--- src/rtl/muldiv_unit_if.sv ---
// rtl/muldiv_unit_if.sv - request/result bundle between the execute stage and muldiv_unit
interface muldiv_unit_if #(
    parameter int N = 32
);
    logic         start;
    logic [2:0]   op;
    logic [N-1:0] s;
    logic [N-1:0] t;
    logic         flush;
    logic         busy;
    logic         done;
    logic         div_zero;
    logic [N-1:0] hi;
    logic [N-1:0] lo;

    modport master (
        output start, op, s, t, flush,
        input  busy, done, div_zero, hi, lo
    );

    modport slave (
        input  start, op, s, t, flush,
        output busy, done, div_zero, hi, lo
    );
endinterface

--- src/rtl/muldiv_unit.sv ---
// rtl/muldiv_unit.sv - iterative shift-add multiply / restoring divide with HI/LO registers
module muldiv_unit #(
    parameter int N = 32
) (
    input logic          clk,
    input logic          reset,
    muldiv_unit_if.slave bus
);
    localparam int CW = (N > 1) ? $clog2(N) : 1;

    typedef enum logic [1:0] {
        S_IDLE = 2'd0,
        S_RUN  = 2'd1,
        S_FIN  = 2'd2
    } state_t;

    state_t          state_q, state_d;
    logic [CW-1:0]   count_q, count_d;
    // Multiply: {upper partial sum, remaining multiplier bits}.
    // Divide:   {remainder, dividend bits being shifted out / quotient shifted in}.
    logic [2*N-1:0]  acc_q, acc_d;
    // Multiplicand (multiply) or divisor (divide), magnitude form.
    logic [N-1:0]    opnd_q, opnd_d;
    logic [N-1:0]    orig_s_q, orig_s_d;
    logic            is_div_q, is_div_d;
    logic            neg_res_q, neg_res_d;
    logic            neg_rem_q, neg_rem_d;
    logic            dz_q, dz_d;
    logic            busy_q, busy_d;
    logic            done_q, done_d;
    logic            div_zero_q, div_zero_d;
    logic [N-1:0]    hi_q, hi_d;
    logic [N-1:0]    lo_q, lo_d;

    logic            signed_op;
    logic [N-1:0]    abs_s, abs_t;
    logic [N:0]      mul_sum;
    logic [2*N-1:0]  mul_next;
    logic [N:0]      div_sh;
    logic [N:0]      div_diff;
    logic [N-1:0]    rem_next;
    logic [2*N-1:0]  div_next;
    logic [2*N-1:0]  prod_fix;
    logic [N-1:0]    quot_fix;
    logic [N-1:0]    rem_fix;

    // Operand magnitudes and one iteration of each datapath
    always_comb begin
        signed_op = (bus.op == 3'd0) || (bus.op == 3'd2);
        abs_s     = (signed_op && bus.s[N-1]) ? -bus.s : bus.s;
        abs_t     = (signed_op && bus.t[N-1]) ? -bus.t : bus.t;

        // Add multiplicand into the upper half when the multiplier LSB is set,
        // then shift the whole product right, carry entering at the top.
        mul_sum   = {1'b0, acc_q[2*N-1:N]} + (acc_q[0] ? {1'b0, opnd_q} : '0);
        mul_next  = {mul_sum, acc_q[N-1:1]};

        // Shift {rem, quot} left and trial-subtract; N+1 bits so the shifted
        // remainder never overflows before the compare.
        div_sh    = {acc_q[2*N-1:N], acc_q[N-1]};
        div_diff  = div_sh - {1'b0, opnd_q};
        rem_next  = div_diff[N] ? div_sh[N-1:0] : div_diff[N-1:0];
        div_next  = {rem_next, acc_q[N-2:0], ~div_diff[N]};

        prod_fix  = neg_res_q ? -acc_q : acc_q;
        quot_fix  = neg_res_q ? -acc_q[N-1:0] : acc_q[N-1:0];
        rem_fix   = neg_rem_q ? -acc_q[2*N-1:N] : acc_q[2*N-1:N];
    end

    // Next-state and registered-output computation for the IDLE/RUN/FIN sequence
    always_comb begin
        state_d    = state_q;
        count_d    = count_q;
        acc_d      = acc_q;
        opnd_d     = opnd_q;
        orig_s_d   = orig_s_q;
        is_div_d   = is_div_q;
        neg_res_d  = neg_res_q;
        neg_rem_d  = neg_rem_q;
        dz_d       = dz_q;
        busy_d     = busy_q;
        done_d     = 1'b0;
        div_zero_d = 1'b0;
        hi_d       = hi_q;
        lo_d       = lo_q;

        unique case (state_q)
            S_IDLE: begin
                if (bus.start && !bus.flush) begin
                    case (bus.op)
                        3'd0, 3'd1, 3'd2, 3'd3: begin
                            is_div_d  = bus.op[1];
                            acc_d     = {{N{1'b0}}, (bus.op[1] ? abs_s : abs_t)};
                            opnd_d    = bus.op[1] ? abs_t : abs_s;
                            neg_res_d = signed_op && (bus.s[N-1] ^ bus.t[N-1]);
                            neg_rem_d = signed_op && bus.s[N-1];
                            dz_d      = bus.op[1] && (bus.t == '0);
                            orig_s_d  = bus.s;
                            count_d   = '0;
                            busy_d    = 1'b1;
                            state_d   = S_RUN;
                        end
                        3'd4:    hi_d = bus.s;
                        3'd5:    lo_d = bus.s;
                        // Reserved encodings are deliberately a no-op.
                        default: ;
                    endcase
                end
            end
            S_RUN: begin
                if (bus.flush) begin
                    busy_d  = 1'b0;
                    state_d = S_IDLE;
                end else begin
                    acc_d   = is_div_q ? div_next : mul_next;
                    count_d = count_q + CW'(1);
                    if (count_q == CW'(N - 1)) begin
                        state_d = S_FIN;
                    end
                end
            end
            S_FIN: begin
                busy_d  = 1'b0;
                state_d = S_IDLE;
                // A squash arriving in the final cycle still discards the result.
                if (!bus.flush) begin
                    done_d = 1'b1;
                    if (!is_div_q) begin
                        hi_d = prod_fix[2*N-1:N];
                        lo_d = prod_fix[N-1:0];
                    end else if (dz_q) begin
                        div_zero_d = 1'b1;
                        hi_d       = orig_s_q;
                        lo_d       = '1;
                    end else begin
                        hi_d = rem_fix;
                        lo_d = quot_fix;
                    end
                end
            end
            default: begin
                busy_d  = 1'b0;
                state_d = S_IDLE;
            end
        endcase
    end

    // State and output registers, cleared asynchronously
    always_ff @(posedge clk or negedge reset) begin
        if (!reset) begin
            state_q    <= S_IDLE;
            count_q    <= '0;
            acc_q      <= '0;
            opnd_q     <= '0;
            orig_s_q   <= '0;
            is_div_q   <= 1'b0;
            neg_res_q  <= 1'b0;
            neg_rem_q  <= 1'b0;
            dz_q       <= 1'b0;
            busy_q     <= 1'b0;
            done_q     <= 1'b0;
            div_zero_q <= 1'b0;
            hi_q       <= '0;
            lo_q       <= '0;
        end else begin
            state_q    <= state_d;
            count_q    <= count_d;
            acc_q      <= acc_d;
            opnd_q     <= opnd_d;
            orig_s_q   <= orig_s_d;
            is_div_q   <= is_div_d;
            neg_res_q  <= neg_res_d;
            neg_rem_q  <= neg_rem_d;
            dz_q       <= dz_d;
            busy_q     <= busy_d;
            done_q     <= done_d;
            div_zero_q <= div_zero_d;
            hi_q       <= hi_d;
            lo_q       <= lo_d;
        end
    end

    assign bus.busy     = busy_q;
    assign bus.done     = done_q;
    assign bus.div_zero = div_zero_q;
    assign bus.hi       = hi_q;
    assign bus.lo       = lo_q;
endmodule

--- src/flat_wrapper.sv ---
// flat-port wrapper written by rule: the top's interface ports become plain ports
module muldiv_unit_flat 
#(
    parameter int N = 32
)
  (clk, reset, bus_start, bus_op, bus_s, bus_t, bus_flush, bus_busy, bus_done, bus_div_zero, bus_hi, bus_lo);
  muldiv_unit_if #(.N(N)) bus_i ();
  input logic clk;
  input logic reset;
  input wire logic [$bits(bus_i.start)-1:0] bus_start;
  input wire logic [$bits(bus_i.op)-1:0] bus_op;
  input wire logic [$bits(bus_i.s)-1:0] bus_s;
  input wire logic [$bits(bus_i.t)-1:0] bus_t;
  input wire logic [$bits(bus_i.flush)-1:0] bus_flush;
  output wire logic [$bits(bus_i.busy)-1:0] bus_busy;
  output wire logic [$bits(bus_i.done)-1:0] bus_done;
  output wire logic [$bits(bus_i.div_zero)-1:0] bus_div_zero;
  output wire logic [$bits(bus_i.hi)-1:0] bus_hi;
  output wire logic [$bits(bus_i.lo)-1:0] bus_lo;
  assign bus_i.start = bus_start;
  assign bus_i.op = bus_op;
  assign bus_i.s = bus_s;
  assign bus_i.t = bus_t;
  assign bus_i.flush = bus_flush;
  assign bus_busy = bus_i.busy;
  assign bus_done = bus_i.done;
  assign bus_div_zero = bus_i.div_zero;
  assign bus_hi = bus_i.hi;
  assign bus_lo = bus_i.lo;
  muldiv_unit #(.N(N)) u_core (.clk(clk), .reset(reset), .bus(bus_i));
endmodule
--- config.mk ---
export PLATFORM = sky130hd
export DESIGN_NAME = muldiv_unit_flat
export DESIGN_NICKNAME = d
export VERILOG_FILES = /design/src/rtl/muldiv_unit_if.sv /design/src/rtl/muldiv_unit.sv /design/src/flat_wrapper.sv
export SDC_FILE = /design/constraint.sdc
export NUM_CORES = 1
export LEC_CHECK = 0
export CAP_MARGIN = 20
export CELL_PAD_IN_SITES_DETAIL_PLACEMENT = 0
export CELL_PAD_IN_SITES_GLOBAL_PLACEMENT = 1
export CORE_MARGIN = 2
export CORE_UTILIZATION = 49
export CTS_BUF_LIST = sky130_fd_sc_hd__clkbuf_4 sky130_fd_sc_hd__clkbuf_8
export DETAILED_ROUTE_END_ITERATION = 8
export PLACE_DENSITY = 0.88
export SETUP_SLACK_MARGIN = 0.2
export SLEW_MARGIN = 5
export SYNTH_ARGS = -nofsm -noshare
export SYNTH_HDL_FRONTEND = slang
export SYNTH_SLANG_ARGS = --single-unit
--- constraint.sdc ---
create_clock -name clk -period 8.3 [get_ports clk]
set_input_delay 1.66 -clock clk [delete_from_list [all_inputs] [get_ports clk]]
set_output_delay 1.66 -clock clk [all_outputs]
set_load 0.005 [all_outputs]
==> impl_metrics.py, run 1 <==
metrics = {
    "status": {
        "outcome": "completed",
    },
    "detailed_routing": {
        "ant_nets": 0,
        "finalWirelength_um": 62300,
        "drt_iter0_drc": 1814,
        "remaining_drc_errors": 0,
        "first_pass_iters": 5,
        "vias": 17100,
        "vias_per_cell": 6.20,
        "wl_per_cell_um": 22.6,
    },
    "grt": {
        "grt_max_degree": 166,
        "antenna_found_initial": 0,
        "grt-ovfl-total": 0,
        "grt_pass1_wl_um": 94600,
        "grt_pass1_vias": 16100,
        "gr-usage-all-layers": 0.338,
    },
    "timing": {
        "post-route-min-period_ns": 4.67,
        "rsz0062_at_grt": "false",
        "timing.fmax_ghz": 0.214,
        "clock_skew_ns": 0.0167,
        "holdWs_ns": 0.477,
        "setup_violations": 0,
        "finalHoldViolations": 0,
        "worstMarginPinSlew_ns": 1.10,
        "relSlewSlack": 0.267,
        "finalSetupTns_ns": 0,
        "drv_slew": 0,
        "post-route-period-util": 0.563,
    },
    "place": {
        "io_buffers": 137,
        "hpwl_um": 46300,
        "routabilityCongestion": 0.959,
    },
    "yosys": {
        "muxShareOfSynthArea": 0.0399,
        "synth_compound_area_frac": 0.247,
        "synth_nets": 2381,
        "async_flop_share": 1.00,
        "synth-simple-area-share": 0.204,
        "synth_top_family_by_area": "compound AO/OA/AOI/OAI gates",
        "synth-edff-count": 0,
        "syn-cell-area_sq_um": 17300,
        "postSynthAreaPerCell_sq_um": 7.72,
        "synth_xor_area_frac": 0.105,
        "synthCells": 2238,
        "synth_fa_ha_area_frac": 0.0530,
        "yosys_warnings": 0,
        "post_synth_num_cell_types": 90,
        "synthFlopType": "dfrtp_1",
        "ys_seq_elements": 206,
        "seq_area_frac_synth": 0.299,
    },
    "power_and_ir_drop": {
        "power_mw": 5.67,
        "netSwitchingPower_mw": 2.59,
        "cellPowerDensity_nw_per_um2": 290,
        "share_comb_of_total_power": 0.501,
        "p_int_mw": 3.09,
        "pwr-share-seq": 0.300,
        "peakVddDrop_uv": 152,
        "p_leak_nw": 8.35,
        "clkPwrFrac": 0.200,
        "swShare": 0.456,
    },
    "final_layout": {
        "mostFrequentLayoutCell": "nand2_1",
        "n_fill_cell": 3228,
        "mostFrequentLayoutCells": "nand2_1, o21ai_0, nor2_1, dfrtp_1, a21oi_1",
        "drive_above_1_share": 0.0617,
        "antennaDiodeCount": 0,
        "area_growth_pct": 13.5,
        "fin_nets": 2414,
    },
    "floorplanning": {
        "die_y_um": 192,
        "ios": 138,
        "rows": 68,
        "die_area_sq_um": 36800,
        "coreArea_sq_um": 34600,
        "die-width_um": 192,
        "start_util": 0.499,
    },
    "clock_network": {
        "cts_setup_buffers": 0,
        "cts_max_level": 2,
        "hold_buffers": 0,
        "clk_path_buf_depth": 3,
        "cts.sinks": 206,
        "clk_pin_slew_ns": 0.06,
        "cts-root-buf": "clkbuf_8",
        "cts_tree": "done",
        "cts_buffers": 40,
        "clk_latency_ns": 0.57,
        "cts_resized": 0,
    },
    "worst_setup_path": {
        "worst_ep_arrival_time_ns": 5.10,
        "endpoint_kind": "flop",
        "path_max_fanout": 31,
        "startpoint_type": "input pin",
        "worstPathRequired_ns": 8.73,
        "criticalPathCategory": "in2reg",
    },
    "worst_hold_path": {
        "hold_class": "reg2reg",
    },
    "job": {
        "maxCapViolCount": 0,
    },
}
[cell families (layout without fill, tap and decap cells)]
| family | Yosys count | count (layout) |
|---|---|---|
| compound gates | 692 | 692 |
| xor+xnor | 206 | 206 |
| fa+ha+maj | 72 | 72 |
| buf+inv | 224 | 286 |
| flops | 206 | 206 |
| mux | 68 | 68 |
| simple gates | 770 | 770 |
[through the flow]
step	setup WS [ns]	cell area (sq um)	std cells	utilization
3_3_place_gp	3.33	18700	2683	0.540
2_1_floorplan	4.56	17300	2238	-
4_1_cts	3.79	19600	2755	0.566
6_report	3.63	19600	2755	0.566
3_5_place_dp	3.18	18700	2684	0.541
5_1_grt	3.57	19600	2755	0.566
[critical path, cell delays in order]
cell and delay (ns):
clkdlybuf4s50_1 0.61, nor2_1 0.50, o21a_1 0.24, buf_4 0.34, nand2_1 0.41, inv_1 0.60, nand2_1 0.31, a211oi_1 0.30
a211oi_1 0.08
[worst paths after layout]
check | startpoint | endpoint | slack [ns] | cells after the start
setup / recovery | bus_flush | u_core.bus.hi[11]$_DFFE_PN0P_ | 3.63 | 9
hold / removal | u_core.orig_s_q[26]$_DFFE_PN0P_ | u_core.orig_s_q[26]$_DFFE_PN0P_ | 0.48 | 2
setup reg to reg | u_core.acc_q[32]$_DFFE_PN0P_ | u_core.acc_q[32]$_DFFE_PN0P_ | 3.97 | 12
hold reg to reg | u_core.orig_s_q[26]$_DFFE_PN0P_ | u_core.orig_s_q[26]$_DFFE_PN0P_ | 0.48 | 2
max in group asynchronous | reset | u_core.is_div_q$_DFFE_PN0P_ | 5.91 | 2
min in group asynchronous | reset | u_core.orig_s_q[21]$_DFFE_PN0P_ | 1.02 | 1
[power groups by stage]
stage          logic, mW  registers (mW)  clock network [mW]
6_report            2.84            1.70                1.13
5_1_grt             3.14            1.72                1.19
4_1_cts             2.81            1.68                1.14
3_5_place_dp        2.79            1.70                   0
3_3_place_gp        2.76            1.69                   0
2_1_floorplan       2.16            1.41                   0
[final cells by class]
cell class	count	area, sq um	area share
well taps	455	569	0.0290
clock inverters	11	109	0.00555
flip-flops and latches	206	5160	0.263
clock buffers	60	763	0.0389
multi-input cells	1808	11300	0.574
repair buffers	154	1520	0.0776
inverters	61	229	0.0117
[synthesized netlist by cell type, types with 6 or more instances]
cell / instances / area, sq um
mux2_2: 7 / 78.8
mux2i_1: 61 / 611
o22ai_1: 34 / 213
nand4_1: 15 / 93.8
nor2_1: 211 / 792
nor3_1: 43 / 215
o21ai_1: 10 / 50.1
nor2b_1: 13 / 81.3
or4_1: 7 / 52.6
a211oi_1: 18 / 135
ha_1: 70 / 876
a31oi_1: 12 / 75.1
dfrtp_1: 206 / 5150
buf_2: 9 / 45.0
a21boi_0: 6 / 45.0
o21a_1: 11 / 82.6
nand2b_1: 18 / 113
a21oi_1: 196 / 981
o31ai_1: 19 / 143
buf_1: 14 / 52.6
a221oi_1: 7 / 61.3
or3_1: 28 / 175
o221ai_1: 16 / 140
o21bai_1: 8 / 60.1
nor4_1: 16 / 100
xnor2_1: 115 / 1010
nand2_1: 324 / 1220
and3_1: 11 / 68.8
nand3_1: 38 / 190
clkbuf_1: 129 / 484
o211ai_1: 29 / 218
o41ai_1: 8 / 70.1
and2_1: 6 / 37.5
a21o_1: 32 / 240
a22oi_1: 23 / 173
o21ai_0: 220 / 1100
xor2_1: 90 / 788
inv_1: 61 / 229
[sequential cells by signal, summed over array words and instances, names as in the netlist, 2 cells and up]
| register | count |
|---|---|
| u_core.acc_q | 64 |
| u_core.bus.hi | 32 |
| u_core.bus.lo | 32 |
| u_core.opnd_q | 32 |
| u_core.orig_s_q | 32 |
| u_core.count_q | 5 |
| u_core.state_q | 2 |
[metal layers]
layer / vias to the layer above / wire, um / track usage / part of all wire
li1: 8014 / - / - / -
met1: 8168 / 25900 / 0.445 / 0.42
met2: 746 / 27700 / 0.518 / 0.44
met3: 151 / 5360 / 0.0800 / 0.086
met4: 0 / 3280 / 0.170 / 0.053
met5: - / 0 / 0 / 0
Note: power is estimated with default switching activity, not from simulation.
==> run 2, diff against run 1 <==
- CORE_UTILIZATION: 49 -> 41
- PLACE_DENSITY: 0.88 -> 0.78
- clock period: 8.3 -> 3.8 ns (I/O delays scaled with it)
==> run 2 against run 1 <==
- global-route usage shrank 2.6 points
- clock power grew 120%
- core utilization shrank 7.3 points
- count of clock-buffer cells in the layout grew 3
- sequential cell count is the same
- power grew 130%
- first-iteration DRC count shrank 3.0%
- combinational power grew to 2.5 times the previous value
- final area grew 5.1%
- critical path type is now reg2reg
==> impl_metrics.py, run 2 (synthesis gave the netlist of run 1 again) <==
metrics = {
    "clock_network": {
        "hold_buffers": 0,
        "clk_latency_ns": 0.62,
        "cts-root-buf": "clkbuf_8",
        "cts_tree": "done",
        "cts.sinks": 206,
        "cts_buffers": 41,
        "clk_path_buf_depth": 3,
        "clk_pin_slew_ns": 0.06,
        "cts_max_level": 2,
    },
    "place": {
        "place_area_sq_um": 19700,
        "io_buffers": 137,
        "routabilityCongestion": 1.00,
        "place_ws_ns": 0.184,
        "hpwl_um": 52500,
    },
    "worst_setup_path": {
        "path_max_fanout": 8,
        "startpoint_type": "flop",
        "worstPathRequired_ns": 4.25,
        "ff2ff_setup_slack_ns": 0.40,
        "rr_startpoint": "u_core.acc_q[37]$_DFFE_PN0P_",
        "criticalPathCategory": "reg2reg",
        "worst_ep_arrival_time_ns": 3.85,
        "endpoint_kind": "flop",
        "r2r_end": "u_core.bus.hi[28]$_DFFE_PN0P_",
        "worstRegToRegCells": 9,
    },
    "power_and_ir_drop": {
        "cellPowerDensity_nw_per_um2": 626,
        "p_leak_nw": 8.88,
        "peakVddDrop_uv": 308,
    },
    "detailed_routing": {
        "vias_per_cell": 5.98,
        "ant_nets": 0,
        "drt_iter0_drc": 1760,
        "remaining_drc_errors": 0,
        "first_pass_iters": 7,
        "finalWirelength_um": 68900,
        "wl_per_cell_um": 23.4,
        "vias": 17600,
    },
    "final_layout": {
        "n_fill_cell": 4108,
        "mostFrequentLayoutCell": "nand2_1",
        "antennaDiodeCount": 0,
        "design_area_sq_um": 20600,
        "final-seq-area_sq_um": 5160,
        "largest_reg_flops": 64,
        "area_growth_pct": 19.3,
        "drive_above_1_share": 0.106,
        "mostFrequentLayoutCells": "nand2_1, o21ai_0, nor2_1, dfrtp_1, a21oi_1",
        "fin_nets": 2521,
        "regMostFlops": "u_core.acc_q",
        "multi_input_area_sq_um": 11300,
    },
    "timing": {
        "setup_violations": 0,
        "timing.fmax_ghz": 0.294,
        "post-route-min-period_ns": 3.40,
        "finalHoldViolations": 0,
        "worstMarginPinSlew_ns": 1.05,
        "clock_skew_ns": 0.0435,
        "drv_slew": 0,
        "rsz0062_at_grt": "false",
        "relSlewSlack": 0.299,
        "finalSetupTns_ns": 0,
        "fin_ws_ns": 0.399,
        "post-route-period-util": 0.895,
    },
    "floorplanning": {
        "die_y_um": 209,
        "coreArea_sq_um": 41800,
        "start_util": 0.414,
        "die_area_sq_um": 43800,
        "ios": 138,
        "rows": 75,
        "die-width_um": 209,
    },
    "grt": {
        "gr-usage-all-layers": 0.312,
        "antenna_found_initial": 1,
        "grt_pass1_vias": 17000,
        "grt_pass1_wl_um": 104000,
        "grt-ovfl-total": 0,
        "grt_max_degree": 92,
    },
    "worst_hold_path": {
        "hold_class": "in2async",
    },
    "status": {
        "outcome": "completed",
    },
    "job": {
        "maxCapViolCount": 0,
    },
}
-- run 2: repair_timing --
| action | 4_1_cts | 5_1_grt |
|---|---|---|
| pin swaps | 0 | 0 |
| endpoints found under the hold margin | 0 | 0 |
| endpoints found under the setup margin | 2 | 27 |
| cloned | 1 | 0 |
| gates resized for setup | 0 | 9 |
| buffers inserted | 1 | 1 |
-- run 2: worst max path at each step --
stage	start	to	slack [ns]	cells after the start
after global routing	u_core.opnd_q[21]$_DFFE_PN0P_	u_core.acc_q[38]$_DFFE_PN0P_	0.22	14
after detailed placement	bus_s[13]	u_core.opnd_q[19]$_DFFE_PN0P_	0.18	10
after CTS	u_core.acc_q[31]$_DFFE_PN0P_	u_core.acc_q[37]$_DFFE_PN0P_	0.27	15
after global placement	bus_s[13]	u_core.opnd_q[19]$_DFFE_PN0P_	0.20	10
after floorplan	u_core.acc_q[31]$_DFFE_PN0P_	u_core.acc_q[63]$_DFFE_PN0P_	0.68	13
final	u_core.acc_q[37]$_DFFE_PN0P_	u_core.bus.hi[28]$_DFFE_PN0P_	0.40	9
-- run 2: per-stage QoR --
| step | util | power (mW) | hold WS, ns | std cells |
|---|---|---|---|---|
| after global routing | 0.493 | 13.7 | 0.200 | 2946 |
| after floorplan | - | 7.81 | 0.440 | 2238 |
| after global placement | 0.471 | 10.2 | 0.457 | 2871 |
| after CTS | 0.492 | 12.8 | 0.182 | 2945 |
| final | 0.493 | 12.9 | 0.164 | 2946 |
| after detailed placement | 0.471 | 10.2 | 0.462 | 2871 |
-- run 2: metal layers --
layer,vias to the layer above,track usage,routed length (um)
met5,-,0,18
met4,2,0.135,3280
met3,156,0.0633,5180
met2,735,0.487,30800
met1,8513,0.420,29700
li1,8221,-,-
-- run 2: area by class of cell --
class	instances	area share
multi-input combinational	1808	0.548
sequential	206	0.251
timing repair buffer	260	0.116
clock buffer	63	0.0366
tap	539	0.0327
inverter	61	0.0111
clock inverter	9	0.00486
-- run 2: critical path: stages (launching register included) --
cell	delay, ns
dfrtp_1	0.55
nor2_1	0.39
nand4_1	0.31
or4b_2	0.71
o41ai_2	0.37
o21ai_1	0.15
xnor2_1	0.17
nor2_1	0.06
a211oi_1	0.41
nor3_1	0.12
-- run 2: report_power, final --
part,internal [mW],leakage [nW],total [mW],switching [mW]
Combinational,2.96,5.87,7.11,4.15
Sequential,2.71,2.55,3.33,0.617
Clock,1.40,0.454,2.46,1.07
Total,7.07,8.88,12.9,5.83
==> run 3, diff against run 2 <==
- CORE_UTILIZATION: 41 -> 32
- PLACE_DENSITY: 0.78 -> 0.63
- SLEW_MARGIN: 5 -> 10
==> run 3 against run 2 <==
- sequential cell count is the same
- core utilization shrank 10 points
- first-iteration DRC count decreased by 16%
- non-clock buffer count grew 15
- critical endpoint is now u_core.bus.hi[20]$_DFFE_PN0P_
- largest power group unchanged
==> impl_metrics.py, run 3 (synthesis gave the netlist of run 1 again) <==
metrics = {
    "job": {
        "maxCapViolCount": 0,
    },
    "place": {
        "place_area_sq_um": 19900,
        "hpwl_um": 56000,
        "io_buffers": 137,
        "place_ws_ns": 0.0904,
        "routabilityCongestion": 0.957,
        "place_inst": 3038,
    },
    "status": {
        "outcome": "completed",
    },
    "clock_network": {
        "cts-root-buf": "clkbuf_8",
        "clk_latency_ns": 0.62,
        "cts_max_level": 2,
        "cts.sinks": 206,
        "clk_pin_slew_ns": 0.06,
        "cts_tree": "done",
        "hold_buffers": 0,
        "cts_buffers": 42,
        "clk_path_buf_depth": 3,
    },
    "floorplanning": {
        "rows": 85,
        "coreArea_sq_um": 53600,
        "die_y_um": 236,
        "die_area_sq_um": 55800,
        "ios": 138,
        "die-width_um": 236,
        "start_util": 0.322,
    },
    "detailed_routing": {
        "drt_iter0_drc": 1479,
        "vias": 17500,
        "vias_per_cell": 5.59,
        "ant_nets": 0,
        "wl_per_cell_um": 23.5,
        "first_pass_iters": 8,
        "finalWirelength_um": 73400,
        "remaining_drc_errors": 0,
    },
    "worst_setup_path": {
        "crit_path_cell_trace": "or4_4, nor4_1, nand2_1, o41ai_1, o21ai_0, xor2_1, mux2i_1, a221oi_1",
        "worstPathRequired_ns": 4.28,
        "endpoint_kind": "flop",
        "worst_path_dominant_cell_family": "simple AND/OR/NAND/NOR gates",
        "worst_ep_arrival_time_ns": 3.99,
        "cp_slowest_cell": "or4_4",
        "path_max_fanout": 6,
        "crit_buf_inv": 0,
        "startpoint_type": "flop",
        "critPathMaxStageDelay_ns": 0.59,
        "criticalPathCategory": "reg2reg",
    },
    "power_and_ir_drop": {
        "p_leak_nw": 8.99,
        "p_int_mw": 7.29,
        "netSwitchingPower_mw": 5.97,
        "swShare": 0.450,
        "clkPwrFrac": 0.205,
        "peakVddDrop_uv": 336,
        "share_comb_of_total_power": 0.546,
        "power_mw": 13.3,
        "cellPowerDensity_nw_per_um2": 631,
        "pwr-share-seq": 0.249,
    },
    "grt": {
        "antenna_found_initial": 0,
        "gr-usage-all-layers": 0.259,
        "grt_max_degree": 92,
        "grt_pass1_vias": 17100,
        "grt-ovfl-total": 0,
        "grt_pass1_wl_um": 109000,
    },
    "timing": {
        "setup_violations": 0,
        "rsz0062_at_grt": "true",
        "fin_ws_ns": 0.294,
        "post-route-min-period_ns": 3.51,
        "timing.fmax_ghz": 0.285,
        "relSlewSlack": 0.224,
        "drv_slew": 0,
        "finalSetupTns_ns": 0,
        "clock_skew_ns": 0.0240,
        "post-route-period-util": 0.923,
        "holdWs_ns": 0.183,
        "worstMarginPinSlew_ns": 1.16,
        "finalHoldViolations": 0,
    },
    "final_layout": {
        "fin_util": 0.392,
        "fin_cells": 3129,
        "fin_nets": 2537,
        "largest_reg_flops": 64,
        "mostFrequentLayoutCells": "nand2_1, o21ai_0, nor2_1, dfrtp_1, a21oi_1",
        "drive_above_1_share": 0.115,
        "regMostFlops": "u_core.acc_q",
        "area_growth_pct": 21.7,
        "design_area_sq_um": 21000,
        "mostFrequentLayoutCell": "nand2_1",
    },
    "worst_hold_path": {
        "hold_class": "in2async",
    },
}
==> run 3: worst paths after layout <==
check	startpoint	to	slack (ns)	depth (start not counted)
max in group asynchronous	reset	u_core.count_q[0]$_DFFE_PN0P_	2.69	2
setup / recovery	u_core.acc_q[23]$_DFFE_PN0P_	u_core.bus.hi[20]$_DFFE_PN0P_	0.29	8
hold / removal	reset	u_core.bus.lo[4]$_DFFE_PN0P_	0.18	1
min in group clk	u_core.orig_s_q[26]$_DFFE_PN0P_	u_core.orig_s_q[26]$_DFFE_PN0P_	0.47	2
hold reg to reg	u_core.orig_s_q[26]$_DFFE_PN0P_	u_core.orig_s_q[26]$_DFFE_PN0P_	0.47	2
setup reg to reg	u_core.acc_q[23]$_DFFE_PN0P_	u_core.bus.hi[20]$_DFFE_PN0P_	0.29	8
==> run 3: metal layers <==
metal  routed length (um)  global-route usage
met5                    0                   0
met4                 2590              0.0903
met3                 5100              0.0523
met2                33900               0.417
met1                31800               0.346
==> run 3: final cells by class <==
cell class / instances / area (sq um)
fillers: 5626 / 32600
multi-input cells: 1808 / 11300
flip-flops and latches: 206 / 5160
repair buffers: 275 / 2480
well taps: 696 / 871
clock buffers: 64 / 818
inverters: 61 / 233
clock inverters: 12 / 144
diodes: 7 / 17.5
==> run 3: power groups by stage <==
| stage | clock network, mW | logic [mW] | registers, mW |
|---|---|---|---|
| finish | 2.72 | 7.24 | 3.30 |
| global route | 2.87 | 7.95 | 3.36 |
| global placement | 0 | 7.04 | 3.31 |
| detailed placement | 0 | 7.06 | 3.32 |
| floorplan | 0 | 4.72 | 3.09 |
| CTS | 2.78 | 7.12 | 3.29 |
==> run 3: timing repair <==
item / in CTS / in global routing
endpoints found under the setup margin: 16 / 30
buffers inserted: 4 / 4
pin swaps: 0 / 2
gates resized for setup: 2 / 11
